<file path="config.mk">
export PLATFORM = sky130hd
export DESIGN_NAME = if_fetch_queue
export DESIGN_NICKNAME = d
export VERILOG_FILES = /design/src/rtl/if_pkg.sv /design/src/rtl/if_fetch_fifo.sv /design/src/rtl/if_fetch_queue.sv
export SDC_FILE = /design/constraint.sdc
export NUM_CORES = 1
export LEC_CHECK = 0
export ABC_AREA = 1
export BUFFER_PORTS_ARGS = -buffer_cell sky130_fd_sc_hd__buf_2
export CAP_MARGIN = 20
export CORE_UTILIZATION = 35
export CTS_BUF_LIST = sky130_fd_sc_hd__clkbuf_2 sky130_fd_sc_hd__clkbuf_4 sky130_fd_sc_hd__clkbuf_8
export DETAILED_ROUTE_END_ITERATION = 6
export PLACE_DENSITY = 0.52
export SYNTH_ARGS = -nofsm -noshare
export SYNTH_HDL_FRONTEND = slang
export SYNTH_HIERARCHICAL = 1
export SYNTH_SLANG_ARGS = --single-unit
</file>
<file path="constraint.sdc">
create_clock -name clk -period 7.45 [get_ports clk]
set_clock_uncertainty 0.15 [all_clocks]
set_input_delay 0.745 -clock clk [delete_from_list [all_inputs] [get_ports clk]]
set_output_delay 0.745 -clock clk [all_outputs]
set_load 0.05 [all_outputs]
</file>
<file path="src/rtl/if_pkg.sv">
// if_pkg: shared defaults, entry type and pointer-width constant for the fetch queue.
package if_pkg;
    localparam int IF_PC_W    = 32;
    localparam int IF_INSTR_W = 32;
    localparam int IF_DEPTH   = 4;
    localparam int IF_PC_STEP = 4;
    localparam int IF_PTR_W   = $clog2(IF_DEPTH);

    typedef struct packed {
        logic [IF_PC_W-1:0]    pc;
        logic [IF_INSTR_W-1:0] instr;
    } if_entry_t;
endpackage

</file>
<file path="src/rtl/if_fetch_fifo.sv">
// if_fetch_fifo: generic synchronous circular FIFO; flush beats push and pop.
module if_fetch_fifo
    import if_pkg::*;
#(
    parameter int W     = $bits(if_entry_t),
    parameter int DEPTH = IF_DEPTH
) (
    input  logic                       clk,
    input  logic                       rst,
    input  logic                       i_flush,
    input  logic                       i_push,
    input  logic                       i_pop,
    input  logic [W-1:0]               i_data,
    output logic [W-1:0]               o_data,
    output logic [$clog2(DEPTH):0]     o_count,
    output logic                       o_full,
    output logic                       o_empty
);
    localparam int PTR_W = $clog2(DEPTH);

    logic [W-1:0]     r_mem [DEPTH];
    logic [PTR_W-1:0] r_rd;
    logic [PTR_W-1:0] r_wr;
    logic [PTR_W:0]   r_count;
    logic             w_push;
    logic             w_pop;

    assign o_count = r_count;
    assign o_full  = r_count == (PTR_W+1)'(DEPTH);
    assign o_empty = r_count == '0;
    assign o_data  = r_mem[r_rd];
    assign w_push  = i_push && (!o_full || i_pop);
    assign w_pop   = i_pop && !o_empty;

    always_ff @(posedge clk) begin
        if (!rst) begin
            r_rd    <= '0;
            r_wr    <= '0;
            r_count <= '0;
            for (int i = 0; i < DEPTH; i++) r_mem[i] <= '0;
        end else if (i_flush) begin
            r_rd    <= '0;
            r_wr    <= '0;
            r_count <= '0;
        end else begin
            if (w_push) r_mem[r_wr] <= i_data;
            r_wr    <= r_wr + PTR_W'(w_push);
            r_rd    <= r_rd + PTR_W'(w_pop);
            r_count <= r_count + (PTR_W+1)'(w_push) - (PTR_W+1)'(w_pop);
        end
    end
endmodule

</file>
<file path="src/rtl/if_fetch_queue.sv">
// if_fetch_queue: PC owner and fetch queue feeding decode over valid/ready.
// Define IF_FETCH_QUEUE_PERF_EN to add perf_fetch_cnt / perf_stall_cnt.
module if_fetch_queue
    import if_pkg::*;
#(
    parameter int               PC_W     = IF_PC_W,
    parameter int               INSTR_W  = IF_INSTR_W,
    parameter int               DEPTH    = IF_DEPTH,
    parameter logic [PC_W-1:0]  RESET_PC = '0,
    parameter int               PC_STEP  = IF_PC_STEP
) (
    input  logic               clk,
    input  logic               rst,
    output logic [PC_W-1:0]    imem_addr,
    input  logic [INSTR_W-1:0] imem_data,
    input  logic               redirect_valid,
    input  logic [PC_W-1:0]    redirect_pc,
    output logic               out_valid,
    input  logic               out_ready,
    output logic [PC_W-1:0]    out_pc,
    output logic [INSTR_W-1:0] out_instr
`ifdef IF_FETCH_QUEUE_PERF_EN
    ,
    output logic [31:0]        perf_fetch_cnt,
    output logic [31:0]        perf_stall_cnt
`endif
);
    localparam int W = PC_W + INSTR_W;

    logic [PC_W-1:0]        r_pc;
    logic [W-1:0]           w_head;
    logic [$clog2(DEPTH):0] w_count;
    logic                   w_full;
    logic                   w_empty;
    logic                   w_push;
    logic                   w_pop;
    logic                   w_unused_count;

    assign imem_addr      = r_pc;
    assign out_valid      = !w_empty;
    assign out_pc         = w_head[W-1:INSTR_W];
    assign out_instr      = w_head[INSTR_W-1:0];
    assign w_pop          = out_valid && out_ready && !redirect_valid;
    assign w_push         = !redirect_valid && (!w_full || w_pop);
    assign w_unused_count = ^w_count;

    if_fetch_fifo #(.W(W), .DEPTH(DEPTH)) u_fifo (
        .clk     (clk),
        .rst     (rst),
        .i_flush (redirect_valid),
        .i_push  (w_push),
        .i_pop   (w_pop),
        .i_data  ({r_pc, imem_data}),
        .o_data  (w_head),
        .o_count (w_count),
        .o_full  (w_full),
        .o_empty (w_empty)
    );

    always_ff @(posedge clk) begin
        if (!rst) r_pc <= RESET_PC;
        else if (redirect_valid) r_pc <= redirect_pc;
        else if (w_push) r_pc <= r_pc + PC_W'(PC_STEP);
    end

`ifdef IF_FETCH_QUEUE_PERF_EN
    logic [31:0] r_fetch_cnt;
    logic [31:0] r_stall_cnt;

    assign perf_fetch_cnt = r_fetch_cnt;
    assign perf_stall_cnt = r_stall_cnt;

    always_ff @(posedge clk) begin
        if (!rst) begin
            r_fetch_cnt <= '0;
            r_stall_cnt <= '0;
        end else begin
            r_fetch_cnt <= r_fetch_cnt + 32'(w_push);
            r_stall_cnt <= r_stall_cnt + 32'(out_valid && !out_ready);
        end
    end
`endif
endmodule

</file>
# [After elaboration in Yosys (flattened, before gate mapping)]
# Memory sizes are Yosys's and may differ from the RTL's. A register that Yosys moved wholly into a read port is not among the register bits.
# Cells that the tools add are included.
[op_classes] n_mux=11 add_sub_neg=5 n_eq_ne=1 n_reduce_logical=13 bitwise=1
[ops] operator="32-bit 2-to-1 mux" n=2
[ops] operator="64-bit 2-to-1 mux" n=1
[ops] operator="64-bit OR reduction" n=1
[ops] operator="32-bit by 3-bit adder with 32-bit output, second input constant" n=1
[ops] operator="1-bit 2-to-1 mux" n=6
[ops] operator="1-bit logical AND" n=5
[ops] operator="2-bit by 1-bit adder with 2-bit output" n=2
[ops] operator="2-bit 2-to-1 mux" n=2
[ops] operator="3-bit by 1-bit adder with 3-bit output" n=1
[ops] operator="3-bit == test, second input constant" n=1
[ops] operator="1-bit logical NOT" n=3
[ops] operator="3-bit logical NOT" n=1
[ops] operator="3-bit by 1-bit subtractor with 3-bit output" n=1
[ops] operator="2-bit nonzero test" n=1
[ops] operator="2-bit OR reduction" n=1
[ops] operator="1-bit logical OR" n=1
[ops] operator="1-bit NOT" n=1
[word_totals] ram_bits=256 wordCells=36 n_memories=1 register_bits=39 out_inout_bits=97 in_bits=68
[mem_list] name="u_fifo.r_mem" depth=4 word_bits=64 rd=1 rd_clocked_by_memory_dff=1 wr=4 line_no="if_fetch_fifo.sv:21" text="logic [W-1:0] r_mem [DEPTH];"

# [Logic depth before layout (Yosys ltp)]
# Gate-level depths: netlist of run 1.
[logic_depth] depth_word=13 mapped_depth=14

# [Cells and area by module]
# Netlist of run 1, hierarchy kept.
[modules_own_cells] module="if_fetch_fifo" area_per_inst_um2=12261.8 cells_each=1044 instances=1
[modules_own_cells] module="if_fetch_queue" area_per_inst_um2=2248.4 cells_each=376 instances=1

# [Worst setup path before layout of run 1]
# OpenSTA, ideal clock, no wires.
[synth_path] kind="reg2reg" start="register u_fifo.r_count[1] (netlist: u_fifo/o_count[1])" end="memory u_fifo/r_mem[0][0] (netlist bit), enable pin" arrival_ns=6.328 stages_incl_launch_ff=11 slack_ns=0.397 t_required_ns=6.726 path_cell_list="dfxtp_1 > nor3_1 > inv_1 > nand2_2 > o21ai_4 > inv_2 > nor2_2 > buf_4 > nand4_2 > buf_2 > o21ai_0"
[synth_lines] item="start, declared" line_no="if_fetch_fifo.sv:24" text="logic [PTR_W:0] r_count;"
[synth_lines] item="start signal, assigned" line_no="if_fetch_fifo.sv:49" text="r_count <= r_count + (PTR_W+1)'(w_push) - (PTR_W+1)'(w_pop);"
[synth_lines] item="end, declared" line_no="if_fetch_fifo.sv:21"

==> results of run 1 <==
where the power goes:
| part | total (uW) | switching (uW) | internal, uW |
|---|---|---|---|
| clock network | 1540 | 681 | 861 |
| registers | 1920 | 41.1 | 1880 |
| logic | 400 | 318 | 81.4 |
metrics by stage:
stage               cells  power (uW)  instance area, um^2  setup WS (ps)  hold slack (ps)
finish               2125        3860                16700           3350              272
global route         2125        4020                16700           3100              276
CTS                  2123        3910                16700           3230              231
detailed placement   2029        2360                15600           2920              387
global placement     2029        2350                15600           2920              384
floorplan            1420        2230                14500            397              409
logic make-up after synthesis:
family | Yosys count | synth area share [%]
AND/OR/NAND/NOR | 624 | 23.9
AO/OA/AOI/OAI | 256 | 9.60
flip-flops | 295 | 58.4
XOR/XNOR | 6 | 0.362
buffers and inverters | 233 | 7.19
adder cells (fa/ha/maj) | 6 | 0.569
final cells by class:
type,count,area (um^2)
sequential,295,8480
fill,4084,24100
clock inverter,15,131
inverter,132,504
timing repair buffer,180,993
tap,532,666
clock buffer,79,925
multi-input combinational,892,5050
routing by layer:
layer	global-route usage, %	share of wire, %	vias to the layer above
met5	0	0.032	-
met4	4.68	1.7	2
met3	4.18	5.8	53
met2	31.1	47	272
met1	27.0	46	5290
li1	-	-	5206
critical path: cells and delay by family (launching register included):
| kind | cells | cell delay [ps] |
|---|---|---|
| buffers and inverters | 3 | 1500 |
| AO/OA/AOI/OAI | 2 | 580 |
| flip-flops | 1 | 480 |
flip-flops by register name (all words and copies together) (netlist names):
name and cells:
u_fifo/o_count 3, imem_addr 32, u_fifo/r_wr 2, u_fifo/r_mem 256
u_fifo/r_rd 2
final timing paths:
| path | end | slack, ps | startpoint |
|---|---|---|---|
| max | out_pc[18] | 3350 | u_fifo/r_rd[0] |
| min | imem_addr[8] | 270 | redirect_pc[8] |
| max reg2reg | u_fifo/r_mem[3][28] | 3530 | u_fifo/o_count[1] |
| min reg2reg | imem_addr[31] | 390 | imem_addr[31] |
cell usage after synthesis, types with 8 or more instances:
master    instances  area, um^2
nand2_1         123         462
inv_1           127         477
nor3_2          139        1390
o21ai_0         159         796
clkbuf_1         45         169
buf_6            15         169
dfxtp_1          39         781
a31oi_1          10        62.6
nand3_1          42         210
nor2_2           11        68.8
o22ai_1          64         400
edfxtp_1        256        7690
buf_1             8        30.0
nor3_1           59         295
nor2_1          230         863
a21oi_1          19        95.1
buf_2            27         135
==> flow_summary.yaml, run 1 <==
sta:
  fin_crit_sh_pct: 55.0
  max_freq_ghz: 0.244
  rsz0062_at_grt: "no"
  slew_headroom_pct: 25.5
  hold_viol_final: 0
  max_slew.worst_pin.slew_ps: 1120
  fin_crit_ps: 4100
  slew_viol_final: 0
  tns_ps: 0
  setup_violations: 0
synthesis:
  ys_types: 34
  ys_async_sr_fraction_pct: 0
  ys_seq_area_share_pct: 58.4
  postSynthAreaPerCell_um2: 10.2
  synth_ff_type: "edfxtp_1"
  syn-cell-area_um2: 14500
  synth-edff-count: 256
  yosysWarnings: 6
  syn_nets: 1494
  ys_ff_latch: 295
  syn_inst: 1420
worst_setup_path:
  cp_max_fo: 74
  critPathKind: "flip-flop to output pin"
  worstRegToRegCells: 11
  crit_slowest_cell: "buf_4"
  crit_path_end_kind: "output pin"
  crit_chain: "inv_4, buf_4, o21ai_0, o22ai_1, buf_2"
  slowest_delay_ps: 690
  start_kind: "flip-flop"
  crit_required_ps: 6550
  crit_arrival_ps: 3200
routing:
  dr.pass1.iters: 7
  ant_nets: 0
  wl_um: 41200
  wl_per_cell_um: 19.4
  routed_via_density: 5.09
  drt-initial-drc-count: 624
  remaining_drc_errors: 0
  via_count: 10823
layout:
  drive_above_1_share_pct: 28.1
  nets: 1627
  final_core_util_pct: 41.0
  antenna_cells: 0
  final_common_cell: "edfxtp_1"
  area_delta_synth_final_pct: 15.4
  layout_common_cells: "edfxtp_1 (256), nor2_1 (230), buf_2 (164)"
placed_design:
  dp_hpwl_um: 23500
  port_buffers: 164
  gp_congestion: 0.832
grt:
  grt_max_degree: 104
  grt_pass1_vias: 10433
  grt_usage_pct: 19.5
  antenna_found_initial: 1
  grt_pass1_wl_um: 62900
  grt.overflow.total: 0
min_path:
  worstHoldPathType: "primary input to flip-flop"
  whs_path_depth: 3
outcome:
  status: "finished clean"
floorplan:
  pin_count: 165
  core_um2: 40800
  die_w_um: 206
  row_count: 74
  start_util_pct: 35.5
  die_h_um: 206
  die-area_um2: 42300
cts:
  numCtsBuffers: 52
  clk-insertion-delay-late_ps: 590
  cts_setup_buffers: 0
  cts_tree: "built"
  path_clk_slew_ps: 60
  cts_buffer_depth: 3
  cts_hold_buffers: 0
  cts_sinks: 295
  h-tree-depth: 2
  root_buffer: "clkbuf_8"
  cts-resized-gates: 0
pwr:
  power_density_nw_per_um2: 231
  p_leak_uw: 0.00623
  worst_ir_drop_vdd_mv: 0.138
flow_run:
  cap_violations: 0
No activity file was read; power rests on OpenSTA's default activity.
==> inputs of run 2 (changes only) <==
==> constraint.sdc (replaced) <==
create_clock -name clk -period 4 [get_ports clk]
set_clock_uncertainty 0.15 [all_clocks]
set_input_delay 0.4 -clock clk [delete_from_list [all_inputs] [get_ports clk]]
set_output_delay 0.4 -clock clk [all_outputs]
set_load 0.05 [all_outputs]
==> flow_summary.yaml, run 2 (same netlist as run 1, synthesis figures left out) <==
routing:
  ant_nets: 0
  routed_via_density: 5.10
  wl_um: 42400
  remaining_drc_errors: 0
  via_count: 11176
  drt-initial-drc-count: 603
  dr.pass1.iters: 4
  wl_per_cell_um: 19.4
floorplan:
  die-area_um2: 42300
  die_w_um: 206
  core_um2: 40800
  start_util_pct: 35.5
  die_h_um: 206
  row_count: 74
  pin_count: 165
worst_setup_path:
  cp_max_fo: 67
  crit_path_end_kind: "output pin"
  start_kind: "flip-flop"
  cp_num_buf_inv: 3
  crit_chain: "inv_4, buf_4, o21ai_0, o22ai_1, buf_2"
  slowest_delay_ps: 610
  crit_arrival_ps: 2860
  crit_required_ps: 3450
  critPathKind: "flip-flop to output pin"
  crit_slowest_cell: "inv_4"
  cp_top_family: "buffers and inverters"
cts:
  root_buffer: "clkbuf_8"
  cts_setup_buffers: 0
  cts_sinks: 295
  cts_hold_buffers: 61
  numCtsBuffers: 53
  cts_buffer_depth: 3
  path_clk_slew_ps: 60
  cts_tree: "built"
  clk-insertion-delay-late_ps: 620
  h-tree-depth: 2
  cts-resized-gates: 0
sta:
  slew_headroom_pct: 37.2
  hold_viol_final: 0
  max_freq_ghz: 0.293
  slew_viol_final: 0
  rsz0062_at_grt: "no"
  setup_violations: 0
  fin_crit_ps: 3410
  max_slew.worst_pin.slew_ps: 942
  fin_crit_sh_pct: 85.2
pwr:
  worst_ir_drop_vdd_mv: 0.206
  power_density_nw_per_um2: 408
  p_total_uw: 7080
  p_leak_uw: 0.00648
placed_design:
  placed_cells: 2040
  gp_congestion: 0.840
  dp_hpwl_um: 24400
  port_buffers: 164
layout:
  largest_reg_flops: 256
  drive_above_1_share_pct: 27.3
  fin_cells: 2190
  nets: 1698
  final_common_cell: "edfxtp_1"
  area_delta_synth_final_pct: 19.5
  regMostFlops: "u_fifo/r_mem"
  layout_common_cells: "edfxtp_1 (256), nor2_1 (230), buf_2 (164)"
  antenna_cells: 0
grt:
  antenna_found_initial: 0
  grt_max_degree: 129
  grt_pass1_vias: 10990
  grt_pass1_wl_um: 64500
  grt_usage_pct: 20.1
  grt.overflow.total: 0
outcome:
  status: "finished clean"
min_path:
  worstHoldPathType: "primary input to flip-flop"
flow_run:
  cap_violations: 0
==> run 2: cell count changes in the layout (fill, tap and decap cells not counted), moves of 2 or more <==
| cell | previous run | this run |
|---|---|---|
| buf_12 | 1 | 4 |
| buf_16 | 2 | 0 |
| buf_4 | 13 | 21 |
| bufinv_16 | 2 | 0 |
| clkbuf_4 | 26 | 24 |
| clkinv_1 | 9 | 7 |
| dlygate4sd3_1 | 0 | 61 |
==> run 2: routing by layer <==
layer / routed length, um / track usage (%) / up-vias
met3: 2340 / 3.60 / 64
met4: 903 / 6.30 / 0
met1: 19600 / 27.5 / 5491
met5: 0 / 0 / -
met2: 19500 / 32.0 / 282
li1: - / - / 5339
==> run 2: report_power, final <==
| group | internal, uW | switching, uW |
|---|---|---|
| Clock | 1450 | 1250 |
| Sequential | 3500 | 76.6 |
| Combinational | 196 | 605 |
==> run 2: worst paths after layout <==
| path | cells past startpoint | slack (ps) | endpoint | start |
|---|---|---|---|---|
| worst max register to register | 11 | 920 | u_fifo/r_mem[3][49] | u_fifo/o_count[1] |
| worst min register to register | 2 | 400 | imem_addr[1] | imem_addr[1] |
| worst max-delay path | 5 | 590 | out_instr[4] | u_fifo/r_rd[0] |
| worst min-delay path | 3 | 50 | u_fifo/r_mem[3][6] | imem_data[6] |
==> run 2: layout make-up <==
| class | count | area (um^2) |
|---|---|---|
| clock inverters | 12 | 71.3 |
| repair buffers | 250 | 1670 |
| multi-input cells | 892 | 5050 |
| clock buffers | 77 | 910 |
| fillers | 4039 | 23500 |
| well taps | 532 | 666 |
| flip-flops and latches | 295 | 8480 |
| inverters | 132 | 504 |
==> run 2: worst min-delay path: cells and delay by family <==
kind	cells	cell delay [ps]
and+or+nand+nor	1	120
buffers and inverters	2	180
==> run 2: through the flow <==
step                hold slack [ps]  setup slack (ps)  setup TNS (ps)  util, %  instance area [um^2]
CTS                            2.15               524               0     42.5                 17300
detailed placement              382               936               0     38.6                 15800
global route                   42.9               434               0     42.5                 17300
global placement                372              1050               0     38.6                 15800
finish                         49.1               593               0     42.5                 17300
floorplan                       385             -93.4          -11950        -                 14500
==> inputs of run 3 (changes only) <==
==> constraint.sdc (replaced) <==
create_clock -name clk -period 3.2 [get_ports clk]
set_clock_uncertainty 0.15 [all_clocks]
set_input_delay 0.32 -clock clk [delete_from_list [all_inputs] [get_ports clk]]
set_output_delay 0.32 -clock clk [all_outputs]
set_load 0.05 [all_outputs]
==> flow_summary.yaml, run 3 (same netlist as run 1, synthesis figures left out) <==
pwr:
  pwr-share-clk_pct: 37.7
  intPower_uw: 6390
  power_density_nw_per_um2: 503
  worst_ir_drop_vdd_mv: 0.242
  sw_frac_of_total_pct: 27.5
  pwr-share-seq_pct: 50.7
  p_leak_uw: 0.00655
  p_switching_uw: 2430
  power_frac_comb_pct: 11.6
layout:
  regMostFlops: "u_fifo/r_mem"
  antenna_cells: 0
  area_delta_synth_final_pct: 20.7
  nets: 1711
  drive_above_1_share_pct: 27.7
  regArea_um2: 8480
  fin_cells: 2208
  largest_reg_flops: 256
  final_common_cell: "edfxtp_1"
  nFillCells: 4022
  multi_input_area_um2: 5060
  layout_common_cells: "edfxtp_1 (256), nor2_1 (230), buf_2 (164)"
worst_setup_path:
  crit_chain: "inv_4, buf_4, o21ai_0, o22ai_1, buf_2"
  worstRegToRegCells: 11
  r2r_start: "u_fifo/o_count[1]"
  crit_slowest_cell: "dfxtp_4"
  cp_max_fo: 35
  crit_required_ps: 2730
  slowest_delay_ps: 480
  crit_path_start: "u_fifo/r_rd[0]"
  r2r_slack_ps: 380
  cp_num_buf_inv: 3
  crit_arrival_ps: 2510
  timing.rr.end: "u_fifo/r_mem[3][34]"
  crit_path_end_kind: "output pin"
  cp_top_family: "buffers and inverters"
  worstSetupPathDepth: 5
  start_kind: "flip-flop"
  critPathKind: "flip-flop to output pin"
cts:
  cts_hold_buffers: 65
  numCtsBuffers: 52
  cts_sinks: 295
  path_clk_slew_ps: 60
  cts_tree: "built"
  cts-resized-gates: 0
  cts_buffer_depth: 3
  clk-insertion-delay-late_ps: 600
  root_buffer: "clkbuf_8"
  cts_setup_buffers: 0
  h-tree-depth: 2
outcome:
  status: "finished clean"
floorplan:
  die-area_um2: 42300
  row_count: 74
  start_util_pct: 35.5
  core_um2: 40800
  pin_count: 165
  die_w_um: 206
  die_h_um: 206
sta:
  hold_viol_final: 0
  fin_crit_ps: 2980
  rsz0062_at_grt: "no"
  slew_headroom_pct: 35.8
  slew_viol_final: 0
  fin_crit_sh_pct: 93.0
  max_freq_ghz: 0.336
  tns_ps: 0
  max_slew.worst_pin.slew_ps: 963
  setup_violations: 0
placed_design:
  placed_cells: 2050
  port_buffers: 164
  dp_hpwl_um: 25800
  gp_congestion: 0.816
grt:
  grt_usage_pct: 20.6
  grt_max_degree: 98
  grt_pass1_vias: 11275
  grt.overflow.total: 0
  antenna_found_initial: 0
  grt_pass1_wl_um: 66300
min_path:
  worstHoldPathType: "primary input to flip-flop"
  whs_path_depth: 3
  min-delay-start: "redirect_valid"
  hold_end: "imem_addr[4]"
routing:
  wl_per_cell_um: 19.3
  wl_um: 42700
  via_count: 11259
  drt-initial-drc-count: 696
  routed_via_density: 5.10
  remaining_drc_errors: 0
  dr.pass1.iters: 6
  ant_nets: 0
flow_run:
  cap_violations: 0
[run 3: cell types whose count changed in the layout (fill, tap and decap cells not counted), moves of 3 or more]
cell           before  now
buf_4              21   28
dlygate4sd3_1      61   65
buf_12              4    7
clkinv_1            7   15
dfxtp_1            36   33
clkbuf_4           24   20
[run 3: final cells by class]
class                   count  area share [%]
multi-input cells         892            28.9
repair buffers            264            10.4
well taps                 532            3.80
clock buffers              73            5.02
clock inverters            20           0.493
inverters                 132            2.91
flip-flops and latches    295            48.4
[run 3: worst max path at each step]
stage                          endpoint  slack [ps]
finish                    out_instr[11]         220
global route              out_instr[20]         100
CTS                          out_pc[19]         140
detailed placement  u_fifo/r_mem[3][63]         370
global placement    u_fifo/r_mem[3][22]         450
floorplan            u_fifo/r_mem[3][0]           4
[run 3: through the flow]
stage	utilization, %	instance area, um^2	power (uW)	hold WS, ps	setup WS (ps)
6_report	42.9	17500	8810	73.1	224
5_1_grt	42.9	17500	9170	56.2	95.1
4_1_cts	42.9	17500	8920	11.3	139
3_5_place_dp	38.9	15900	5510	387	367
3_3_place_gp	38.9	15900	5500	374	452
2_1_floorplan	-	14600	5180	305	3.76
[run 3: power groups by stage]
stage / Clock, uW / Combinational, uW / Sequential (uW)
CTS: 3430 / 1030 / 4470
detailed placement: 0 / 965 / 4550
finish: 3320 / 1020 / 4470
global route: 3590 / 1090 / 4490
floorplan: 0 / 580 / 4600
global placement: 0 / 960 / 4540
[run 3: worst reg2reg max path: cells and delay by family (launching register included)]
family / cells / cell delay (ps)
AO/OA/AOI/OAI: 1 / 250
buffers and inverters: 5 / 960
flip-flops: 1 / 380
AND/OR/NAND/NOR: 5 / 830
[run 3: layer usage]
| metal | up-vias | track usage, % | routed length [um] |
|---|---|---|---|
| met3 | 54 | 3.64 | 2560 |
| li1 | 5380 | - | - |
| met4 | 0 | 5.74 | 731 |
| met1 | 5479 | 28.0 | 19100 |
| met5 | - | 0 | 0 |
| met2 | 346 | 33.5 | 20300 |
